## src/rtl/fetch_buffer_if.sv

```systemverilog
// fetch_buffer_if
// Bundles the fetch-side signals of the fetch buffer: PC/enable/stall/redirect
// from the pipeline, the instruction memory request/response pair, and the
// decode-facing head-of-FIFO outputs plus status flags.
//   master : the pipeline / memory side (drives PC_In, En_PC, stall_pc,
//            PC_Change, Imem_Data; observes everything else)
//   slave  : the fetch buffer itself
interface fetch_buffer_if;
    logic [31:0] PC_In;
    logic        En_PC;
    logic        stall_pc;
    logic        PC_Change;
    logic [31:0] Imem_Data;
    logic [31:0] Imem_Addr;
    logic        Imem_Req;
    logic [31:0] Instr_ID;
    logic [31:0] PC_ID;
    logic [31:0] PC4_ID;
    logic        Valid_ID;
    logic        Buf_Full;
    logic        Ovf_Err;

    modport master (
        output PC_In, En_PC, stall_pc, PC_Change, Imem_Data,
        input  Imem_Addr, Imem_Req, Instr_ID, PC_ID, PC4_ID,
               Valid_ID, Buf_Full, Ovf_Err
    );

    modport slave (
        input  PC_In, En_PC, stall_pc, PC_Change, Imem_Data,
        output Imem_Addr, Imem_Req, Instr_ID, PC_ID, PC4_ID,
               Valid_ID, Buf_Full, Ovf_Err
    );
endinterface

```

## src/rtl/fetch_buffer.sv

```systemverilog
// fetch_buffer
// Sits between the PC stage and decode. Issues one instruction-memory read per
// enabled, unstalled, non-redirect cycle, tracks the single in-flight response
// and queues returned instructions in a 2-entry FIFO whose head is presented
// to decode. A redirect flushes everything fetched so far.
// Ports:
//   CLK    : clock, rising edge
//   rst_n  : asynchronous active-low reset
//   bus    : fetch_buffer_if.slave (PC/enable/stall/redirect in, memory
//            request/response, decode head outputs, Buf_Full, Ovf_Err)
module fetch_buffer (
    input  logic          CLK,
    input  logic          rst_n,
    fetch_buffer_if.slave bus
);
    localparam logic [31:0] NOP   = 32'h0000_0013;
    localparam int          DEPTH = 2;

    // In-flight response tracking
    logic        rsp_vld_reg;
    logic [29:0] rsp_pc_reg;   // upper index bits never reach PC_ID

    // FIFO state; slot 0 is always the head
    logic [1:0]  count_reg, count_next;
    logic        ovf_reg, ovf_next;
    logic [31:0] slot_pc_reg    [DEPTH];
    logic [31:0] slot_instr_reg [DEPTH];
    logic [31:0] slot_pc_next   [DEPTH];
    logic [31:0] slot_instr_next[DEPTH];

    logic        imem_req;
    logic        flush;
    logic        valid;
    logic        full;
    logic        push;
    logic        pop;
    logic        drop;
    logic        push_ok;
    logic [1:0]  tail_idx;
    logic [31:0] new_pc;
    logic [DEPTH-1:0] load_new;

    assign imem_req = bus.En_PC & ~bus.stall_pc & ~bus.PC_Change;
    assign flush    = bus.PC_Change;
    assign valid    = (count_reg != 2'd0);
    assign full     = (count_reg == 2'd2);
    assign pop      = valid & ~bus.stall_pc & ~flush;
    assign push     = rsp_vld_reg & ~flush;
    // A push into a full FIFO that is not popping this cycle has nowhere to go
    assign drop     = push & full & ~pop;
    assign push_ok  = push & ~drop;
    // Slot the incoming entry lands in, after any pop has shifted the queue
    assign tail_idx = count_reg - {1'b0, pop};
    assign new_pc   = {rsp_pc_reg, 2'b00};

    assign count_next = flush ? 2'd0 : (count_reg + {1'b0, push_ok} - {1'b0, pop});
    assign ovf_next   = ovf_reg | drop;

    // Per-slot next value: a new entry wins over a shift so that a
    // simultaneous push/pop on a single entry lands the new one at the head.
    generate
        for (genvar gi = 0; gi < DEPTH; gi++) begin : g_slot
            assign load_new[gi] = push_ok & (tail_idx == 2'(gi));
            if (gi < DEPTH - 1) begin : g_shift
                assign slot_pc_next[gi]    = load_new[gi] ? new_pc :
                                             pop ? slot_pc_reg[gi+1] : slot_pc_reg[gi];
                assign slot_instr_next[gi] = load_new[gi] ? bus.Imem_Data :
                                             pop ? slot_instr_reg[gi+1] : slot_instr_reg[gi];
            end else begin : g_last
                assign slot_pc_next[gi]    = load_new[gi] ? new_pc : slot_pc_reg[gi];
                assign slot_instr_next[gi] = load_new[gi] ? bus.Imem_Data : slot_instr_reg[gi];
            end
        end
    endgenerate

    always_ff @(posedge CLK or negedge rst_n) begin
        if (!rst_n) begin
            count_reg   <= 2'd0;
            ovf_reg     <= 1'b0;
            rsp_vld_reg <= 1'b0;
            rsp_pc_reg  <= 30'd0;
        end else begin
            count_reg   <= count_next;
            ovf_reg     <= ovf_next;
            rsp_vld_reg <= imem_req;
            rsp_pc_reg  <= bus.PC_In[29:0];
        end
    end

    // Payload needs no reset: it is only visible while count_reg says so
    always_ff @(posedge CLK) begin
        for (int i = 0; i < DEPTH; i++) begin
            slot_pc_reg[i]    <= slot_pc_next[i];
            slot_instr_reg[i] <= slot_instr_next[i];
        end
    end

    assign bus.Imem_Addr = bus.PC_In;
    assign bus.Imem_Req  = imem_req;
    assign bus.Valid_ID  = valid;
    assign bus.Buf_Full  = full;
    assign bus.Ovf_Err   = ovf_reg;
    assign bus.Instr_ID  = valid ? slot_instr_reg[0] : NOP;
    assign bus.PC_ID     = valid ? slot_pc_reg[0] : 32'd0;
    assign bus.PC4_ID    = valid ? (slot_pc_reg[0] + 32'd4) : 32'd0;
endmodule

```

## src/flat_wrapper.sv

```systemverilog
// flat-port wrapper written by rule: the top's interface ports become plain ports
module fetch_buffer_flat 
  (CLK, rst_n, bus_PC_In, bus_En_PC, bus_stall_pc, bus_PC_Change, bus_Imem_Data, bus_Imem_Addr, bus_Imem_Req, bus_Instr_ID, bus_PC_ID, bus_PC4_ID, bus_Valid_ID, bus_Buf_Full, bus_Ovf_Err);
  fetch_buffer_if bus_i ();
  input  logic CLK;
  input  logic rst_n;
  input wire logic [$bits(bus_i.PC_In)-1:0] bus_PC_In;
  input wire logic [$bits(bus_i.En_PC)-1:0] bus_En_PC;
  input wire logic [$bits(bus_i.stall_pc)-1:0] bus_stall_pc;
  input wire logic [$bits(bus_i.PC_Change)-1:0] bus_PC_Change;
  input wire logic [$bits(bus_i.Imem_Data)-1:0] bus_Imem_Data;
  output wire logic [$bits(bus_i.Imem_Addr)-1:0] bus_Imem_Addr;
  output wire logic [$bits(bus_i.Imem_Req)-1:0] bus_Imem_Req;
  output wire logic [$bits(bus_i.Instr_ID)-1:0] bus_Instr_ID;
  output wire logic [$bits(bus_i.PC_ID)-1:0] bus_PC_ID;
  output wire logic [$bits(bus_i.PC4_ID)-1:0] bus_PC4_ID;
  output wire logic [$bits(bus_i.Valid_ID)-1:0] bus_Valid_ID;
  output wire logic [$bits(bus_i.Buf_Full)-1:0] bus_Buf_Full;
  output wire logic [$bits(bus_i.Ovf_Err)-1:0] bus_Ovf_Err;
  assign bus_i.PC_In = bus_PC_In;
  assign bus_i.En_PC = bus_En_PC;
  assign bus_i.stall_pc = bus_stall_pc;
  assign bus_i.PC_Change = bus_PC_Change;
  assign bus_i.Imem_Data = bus_Imem_Data;
  assign bus_Imem_Addr = bus_i.Imem_Addr;
  assign bus_Imem_Req = bus_i.Imem_Req;
  assign bus_Instr_ID = bus_i.Instr_ID;
  assign bus_PC_ID = bus_i.PC_ID;
  assign bus_PC4_ID = bus_i.PC4_ID;
  assign bus_Valid_ID = bus_i.Valid_ID;
  assign bus_Buf_Full = bus_i.Buf_Full;
  assign bus_Ovf_Err = bus_i.Ovf_Err;
  fetch_buffer u_core (.CLK(CLK), .rst_n(rst_n), .bus(bus_i));
endmodule
```

## config.mk

```make
export PLATFORM = sky130hd
export DESIGN_NAME = fetch_buffer_flat
export DESIGN_NICKNAME = d
export VERILOG_FILES = /design/src/rtl/fetch_buffer_if.sv /design/src/rtl/fetch_buffer.sv /design/src/flat_wrapper.sv
export SDC_FILE = /design/constraint.sdc
export NUM_CORES = 1
export LEC_CHECK = 0
export BUFFER_PORTS_ARGS = -buffer_cell sky130_fd_sc_hd__buf_2
export CORE_UTILIZATION = 52
export DETAILED_ROUTE_END_ITERATION = 8
export PLACE_DENSITY_LB_ADDON = 0.08
export SLEW_MARGIN = 20
export SYNTH_ARGS = -nofsm -noshare
export SYNTH_HDL_FRONTEND = slang
export SYNTH_SLANG_ARGS = --single-unit
```

## constraint.sdc

```tcl
create_clock -name CLK -period 4.65 [get_ports CLK]
set_input_delay 0.465 -clock CLK [delete_from_list [all_inputs] [get_ports CLK]]
set_output_delay 0.465 -clock CLK [all_outputs]
set_load 0.03 [all_outputs]
```

==> impl_metrics.py, run 1 <==
metrics = {
    "status": {
        "status": "completed",
    },
    "power_and_ir_drop": {
        "peakVddDrop_mv": 0.253,
        "p_comb_frac": 0.120,
        "p_int_mw": 2.61,
        "switching_share": 0.248,
        "netSwitchingPower_mw": 0.860,
        "leakagePower_nw": 3.50,
        "powerDensity_nw_per_um2": 412,
        "seqPwrFrac": 0.461,
        "p_clk_frac": 0.419,
    },
    "cells_and_area": {
        "n_antenna_cell": 0,
        "areaGrowthSynthToFinish_pct": 21.7,
        "finalNetCount": 711,
        "postLayoutCoreUtil": 0.659,
        "largest_reg_flops": 64,
        "final_cell_area_um2": 8420,
        "drive_above_1_share": 0.464,
    },
    "critical_path": {
        "crit_type": "reg2out",
        "cp.arrival_ps": 2610,
        "path_max_fanout": 18,
        "required_ps": 4180,
        "worst_setup_path_end_kind": "output port",
        "cp-start-kind": "register",
    },
    "placement": {
        "port_buffers": 192,
        "hpwl_mm": 8.81,
        "gp_congestion": 0.826,
        "placed_area_um2": 7790,
    },
    "global_route": {
        "grt_use_met1": 0.262,
        "grt_overflow": 0,
        "grt-busiest-layer": "met2",
        "grt_util_met3": 0.0569,
        "grt_use_met2": 0.339,
        "grt_pass1_vias": 4221,
        "grt_max_degree": 63,
        "gr-usage-all-layers": 0.207,
        "grt_pass1_wl_mm": 21.7,
        "antenna_found_initial": 0,
    },
    "synth": {
        "syn_area_per_cell_um2": 14.5,
        "async_flop_share": 0.215,
        "synth_area_um2": 6920,
        "synth-edff-count": 124,
        "yosys.cell_types.count": 36,
        "synth_ff_type": "edfxtp_1",
        "synth_top_cell_by_area": "edfxtp_1",
        "yosysSeqAreaShare": 0.661,
        "synth_seq_cells": 158,
        "yosysWarnings": 0,
        "syn_inst": 477,
        "yosys.area.top_type_share": 0.538,
        "synth.top_cells.by_area": "edfxtp_1 (54%), dfrtp_1 (12%), mux2_2 (11%)",
    },
    "floorplan": {
        "die_w_um": 117,
        "dieArea_um2": 13800,
        "row_count": 41,
        "ios": 201,
        "core_area_um2": 12800,
        "start_util": 0.541,
        "die_h_um": 117,
    },
    "clock_network": {
        "cts.repair.resized": 0,
        "ctsHtreeMaxLevel": 4,
        "cts_setup_buffers": 0,
        "cts.clk_slew.worst_paths_ps": 60,
        "clkSinkCount": 158,
        "cts_buffers": 17,
        "clockBufferDepth": 2,
        "cts_tree": "yes",
        "postCtsHoldBufs": 0,
        "clk_latency_ps": 420,
        "root_buffer": "clkbuf_16",
    },
    "timing": {
        "fin_tns_setup_ps": 0,
        "slew_headroom": 0.406,
        "finalCritPeriodShare": 0.660,
        "fmax_mhz": 326,
        "drv_slew": 0,
        "rsz0062_at_grt": "no",
        "skew_ps": 6.15,
        "min_period_ps": 3070,
        "tightest_slew_ps": 891,
        "setup_viol": 0,
        "timing.final.hold_violations": 0,
    },
    "hold_path": {
        "hold_class": "in2async",
    },
    "drt": {
        "drt-initial-drc-count": 264,
        "drc": 0,
        "drtPass1Iterations": 5,
        "antenna_left": 0,
        "vias": 4291,
        "routed_wl_mm": 13.7,
        "drt-wirelength-per-cell_um": 16.7,
        "post_drt_via_cell_ratio": 5.21,
    },
    "job": {
        "cap_violations": 0,
    },
}
through the flow:
step | hold slack, ps | power (mW) | setup slack, ps | std cells
floorplan | 169 | 1.92 | 1100 | 480
global placement | 430 | 2.04 | 1820 | 791
detailed placement | 429 | 2.05 | 1700 | 791
CTS | 143 | 3.50 | 1580 | 823
global route | 149 | 3.59 | 1430 | 823
finish | 156 | 3.47 | 1580 | 823
placed cells by master (no fill, tap or decap), drive strengths merged, types with 11 or more instances in the layout:
master,count
a21oi,11
and2,60
buf,195
clkbuf,18
dfrtp,34
edfxtp,124
mux2,67
nand2,11
nor2,22
xor2,11
cell type report:
type                       instances  area [µm²]
sequential                       158        4570
clock inverter                    14         189
inverter                           5        18.8
tap                              172         215
timing repair buffer             195         996
multi-input combinational        261        1990
clock buffer                      18         439
fill                             967        4350
kinds of logic after synthesis:
logic type,after synthesis,share of synthesized area
xor+xnor,14,0.0177
flops,158,0.661
buf+inv,61,0.0555
other cells,1,0.000542
fa+ha+maj,4,0.00724
compound gates,25,0.0219
mux,67,0.109
simple gates,147,0.127
power by group through the flow:
stage,clock [mW],sequential (mW),combinational [mW]
after floorplan,0,1.62,0.300
after global placement,0,1.62,0.419
after detailed placement,0,1.63,0.422
after CTS,1.48,1.60,0.424
after global routing,1.54,1.60,0.447
final,1.45,1.60,0.417
worst paths after layout:
path                                                 to  cells past startpoint  slack [ps]                       from
hold reg to reg               u_core.slot_pc_reg[0][34]                      0         440       u_core.rsp_pc_reg[0]
setup / recovery                         bus_PC4_ID[30]                      5        1580  u_core.slot_pc_reg[0][11]
setup reg to reg           u_core.slot_instr_reg[0][47]                      7        1840        u_core.count_reg[1]
min in group CLK                  u_core.rsp_pc_reg[18]                      1         160              bus_PC_In[18]
hold / removal                    u_core.rsp_pc_reg[24]                      1         160                      rst_n
max in group asynchronous          u_core.rsp_pc_reg[3]                      1        3970                      rst_n
metal layers:
layer / share of wire / vias up
met5: 0 / -
met4: 0.019 / 0
met3: 0.066 / 29
met2: 0.49 / 188
met1: 0.42 / 2056
li1: - / 2018
Yosys cell counts (2+ instances only):
cell      count
nand4_2       2
and2_1       60
o21ai_0       3
nor2b_1       4
o31ai_1       8
nand2_1      11
buf_2        10
clkbuf_1      9
xnor2_1       3
ha_1          4
mux2_2       67
or3_1         3
xor2_1       11
buf_4        36
nor3_1        5
and3_1        4
nand2b_1      4
inv_1         5
and4_1        5
nor2_1       22
dfrtp_1      34
a21oi_1      11
edfxtp_1    124
nand4_1       6
or4_1         8
nand3_1       8
critical path, stage by stage, from the launching register on:
cell      delay (ps)
edfxtp_1         450
and4_1           340
nand4_2          390
or4_1            600
a21oi_1          170
buf_2            220
Power figures use the tool's default switching activity.
==> run 2: changes to the inputs <==
Clock period 4.65 ns to 3.2 ns, I/O delays scaled along.
==> run 2 against run 1 <==
Against the previous run: total power up 41%; global-route usage up 0.31 points; sequential cell count unchanged; sequential power up 45%; register-to-register slack worse by 1400 ps; via count down 0.40%; non-clock buffer count up 6.
==> impl_metrics.py, run 2 (synthesized netlist as in run 1, its figures left out) <==
metrics = {
    "status": {
        "status": "completed",
    },
    "global_route": {
        "grt_max_degree": 63,
        "grt_pass1_wl_mm": 21.9,
        "antenna_found_initial": 0,
        "grt_overflow": 0,
        "grt_pass1_vias": 4235,
        "gr-usage-all-layers": 0.211,
    },
    "placement": {
        "port_buffers": 192,
        "dp_slack_ps": 376,
        "gp_congestion": 0.818,
        "placed_area_um2": 7850,
        "dpl.cell_count": 797,
        "hpwl_mm": 9.24,
    },
    "clock_network": {
        "cts.repair.resized": 0,
        "clkSinkCount": 158,
        "ctsHtreeMaxLevel": 4,
        "cts_setup_buffers": 0,
        "cts_tree": "yes",
        "clockBufferDepth": 2,
        "cts_buffers": 17,
        "clk_latency_ps": 410,
        "cts.clk_slew.worst_paths_ps": 60,
        "postCtsHoldBufs": 0,
        "root_buffer": "clkbuf_16",
    },
    "drt": {
        "drt-initial-drc-count": 217,
        "antenna_left": 0,
        "vias": 4274,
        "drt-wirelength-per-cell_um": 16.5,
        "drc": 0,
        "post_drt_via_cell_ratio": 5.16,
        "drtPass1Iterations": 4,
        "routed_wl_mm": 13.7,
    },
    "critical_path": {
        "worst_path_largest_cell_delay_ps": 620,
        "cp-start-kind": "register",
        "worst_setup_path_end_kind": "output port",
        "crit_type": "reg2out",
        "crit_buf_inv": 1,
        "slowest_stage": "or4_1",
        "path_max_fanout": 18,
        "crit_chain": "and4_1 > nand4_2 > or4_1 > a21oi_1 > buf_2",
        "required_ps": 2880,
        "cp.arrival_ps": 2610,
        "critPathTopFamily": "simple AND/OR/NAND/NOR gates",
    },
    "floorplan": {
        "dieArea_um2": 13800,
        "die_h_um": 117,
        "die_w_um": 117,
        "start_util": 0.541,
        "row_count": 41,
        "ios": 201,
        "core_area_um2": 12800,
    },
    "cells_and_area": {
        "drive_above_1_share": 0.464,
        "final_cells": 829,
        "finalNetCount": 717,
        "final_cell_area_um2": 8440,
        "postLayoutCoreUtil": 0.660,
        "n_antenna_cell": 0,
        "layout_common_cells": "buf_2 (192), edfxtp_1 (124), mux2_2 (67)",
        "areaGrowthSynthToFinish_pct": 22.0,
        "largest_reg_flops": 64,
        "layout_commonest_cell": "buf_2",
    },
    "timing": {
        "slew_headroom": 0.423,
        "tightest_slew_ps": 866,
        "drv_slew": 0,
        "setup_viol": 0,
        "hold_slack_ps": 4.66,
        "setup_slack_ps": 270,
        "rsz0062_at_grt": "no",
        "skew_ps": 9.53,
        "fmax_mhz": 341,
        "min_period_ps": 2930,
        "fin_tns_setup_ps": 0,
        "finalCritPeriodShare": 0.916,
        "timing.final.hold_violations": 0,
    },
    "power_and_ir_drop": {
        "peakVddDrop_mv": 0.393,
        "switching_share": 0.243,
        "netSwitchingPower_mw": 1.19,
        "seqPwrFrac": 0.475,
        "leakagePower_nw": 3.53,
        "p_comb_frac": 0.126,
        "power_mw": 4.89,
        "p_int_mw": 3.70,
        "p_clk_frac": 0.399,
        "powerDensity_nw_per_um2": 579,
    },
    "hold_path": {
        "hold_class": "in2async",
    },
    "job": {
        "cap_violations": 0,
    },
}
## run 2: cell count changes in the layout (fill, tap and decap cells not counted), sizes merged
cell and delta:
clkinv -1, clkinvlp -3, bufinv -2, inv -2, buf +6, clkbuf +8
## run 2: path summary, 6_finish.rpt
check / startpoint / cells past startpoint / endpoint / slack (ps)
min in group CLK: bus_PC_In[15] / 1 / u_core.rsp_pc_reg[15] / 20
max in group asynchronous: rst_n / 1 / u_core.rsp_pc_reg[18] / 2660
worst max-delay path: u_core.slot_pc_reg[0][11] / 5 / bus_PC4_ID[31] / 270
worst min-delay path: rst_n / 1 / u_core.count_reg[0] / 5
worst max register to register: u_core.count_reg[1] / 8 / u_core.slot_instr_reg[0][22] / 440
worst min register to register: u_core.rsp_pc_reg[16] / 0 / u_core.slot_pc_reg[0][50] / 440
## run 2: routing by layer
metal | wire, µm | vias to the layer above | part of all wire | global-route usage
met5 | 0 | - | 0 | 0
li1 | - | 2031 | - | -
met3 | 909 | 19 | 0.066 | 0.0535
met4 | 238 | 0 | 0.017 | 0.0917
met2 | 6810 | 165 | 0.50 | 0.348
met1 | 5760 | 2059 | 0.42 | 0.262
## run 2: cell type report
class                   instances  area [µm²]
multi-input cells             261        1990
clock inverters                 6        82.6
clock buffers                  26         499
inverters                       5        18.8
fillers                       990        4340
flip-flops and latches        158        4570
repair buffers                201        1050
well taps                     172         215
## run 2: power by group through the flow
stage | combinational, mW | clock, mW | sequential (mW)
finish | 0.616 | 1.95 | 2.32
CTS | 0.625 | 2.00 | 2.32
detailed placement | 0.624 | 0 | 2.36
global route | 0.659 | 2.08 | 2.33
floorplan | 0.437 | 0 | 2.35
global placement | 0.617 | 0 | 2.36
## run 2: worst register-to-register path: stages (launching register included)
cell and delay, ps:
dfrtp_1 420, nor2_2 50, nor3_1 310, ha_1 230, or2_2 100, o21ai_1 130, nand3_4 140, buf_4 680
mux2_2 460
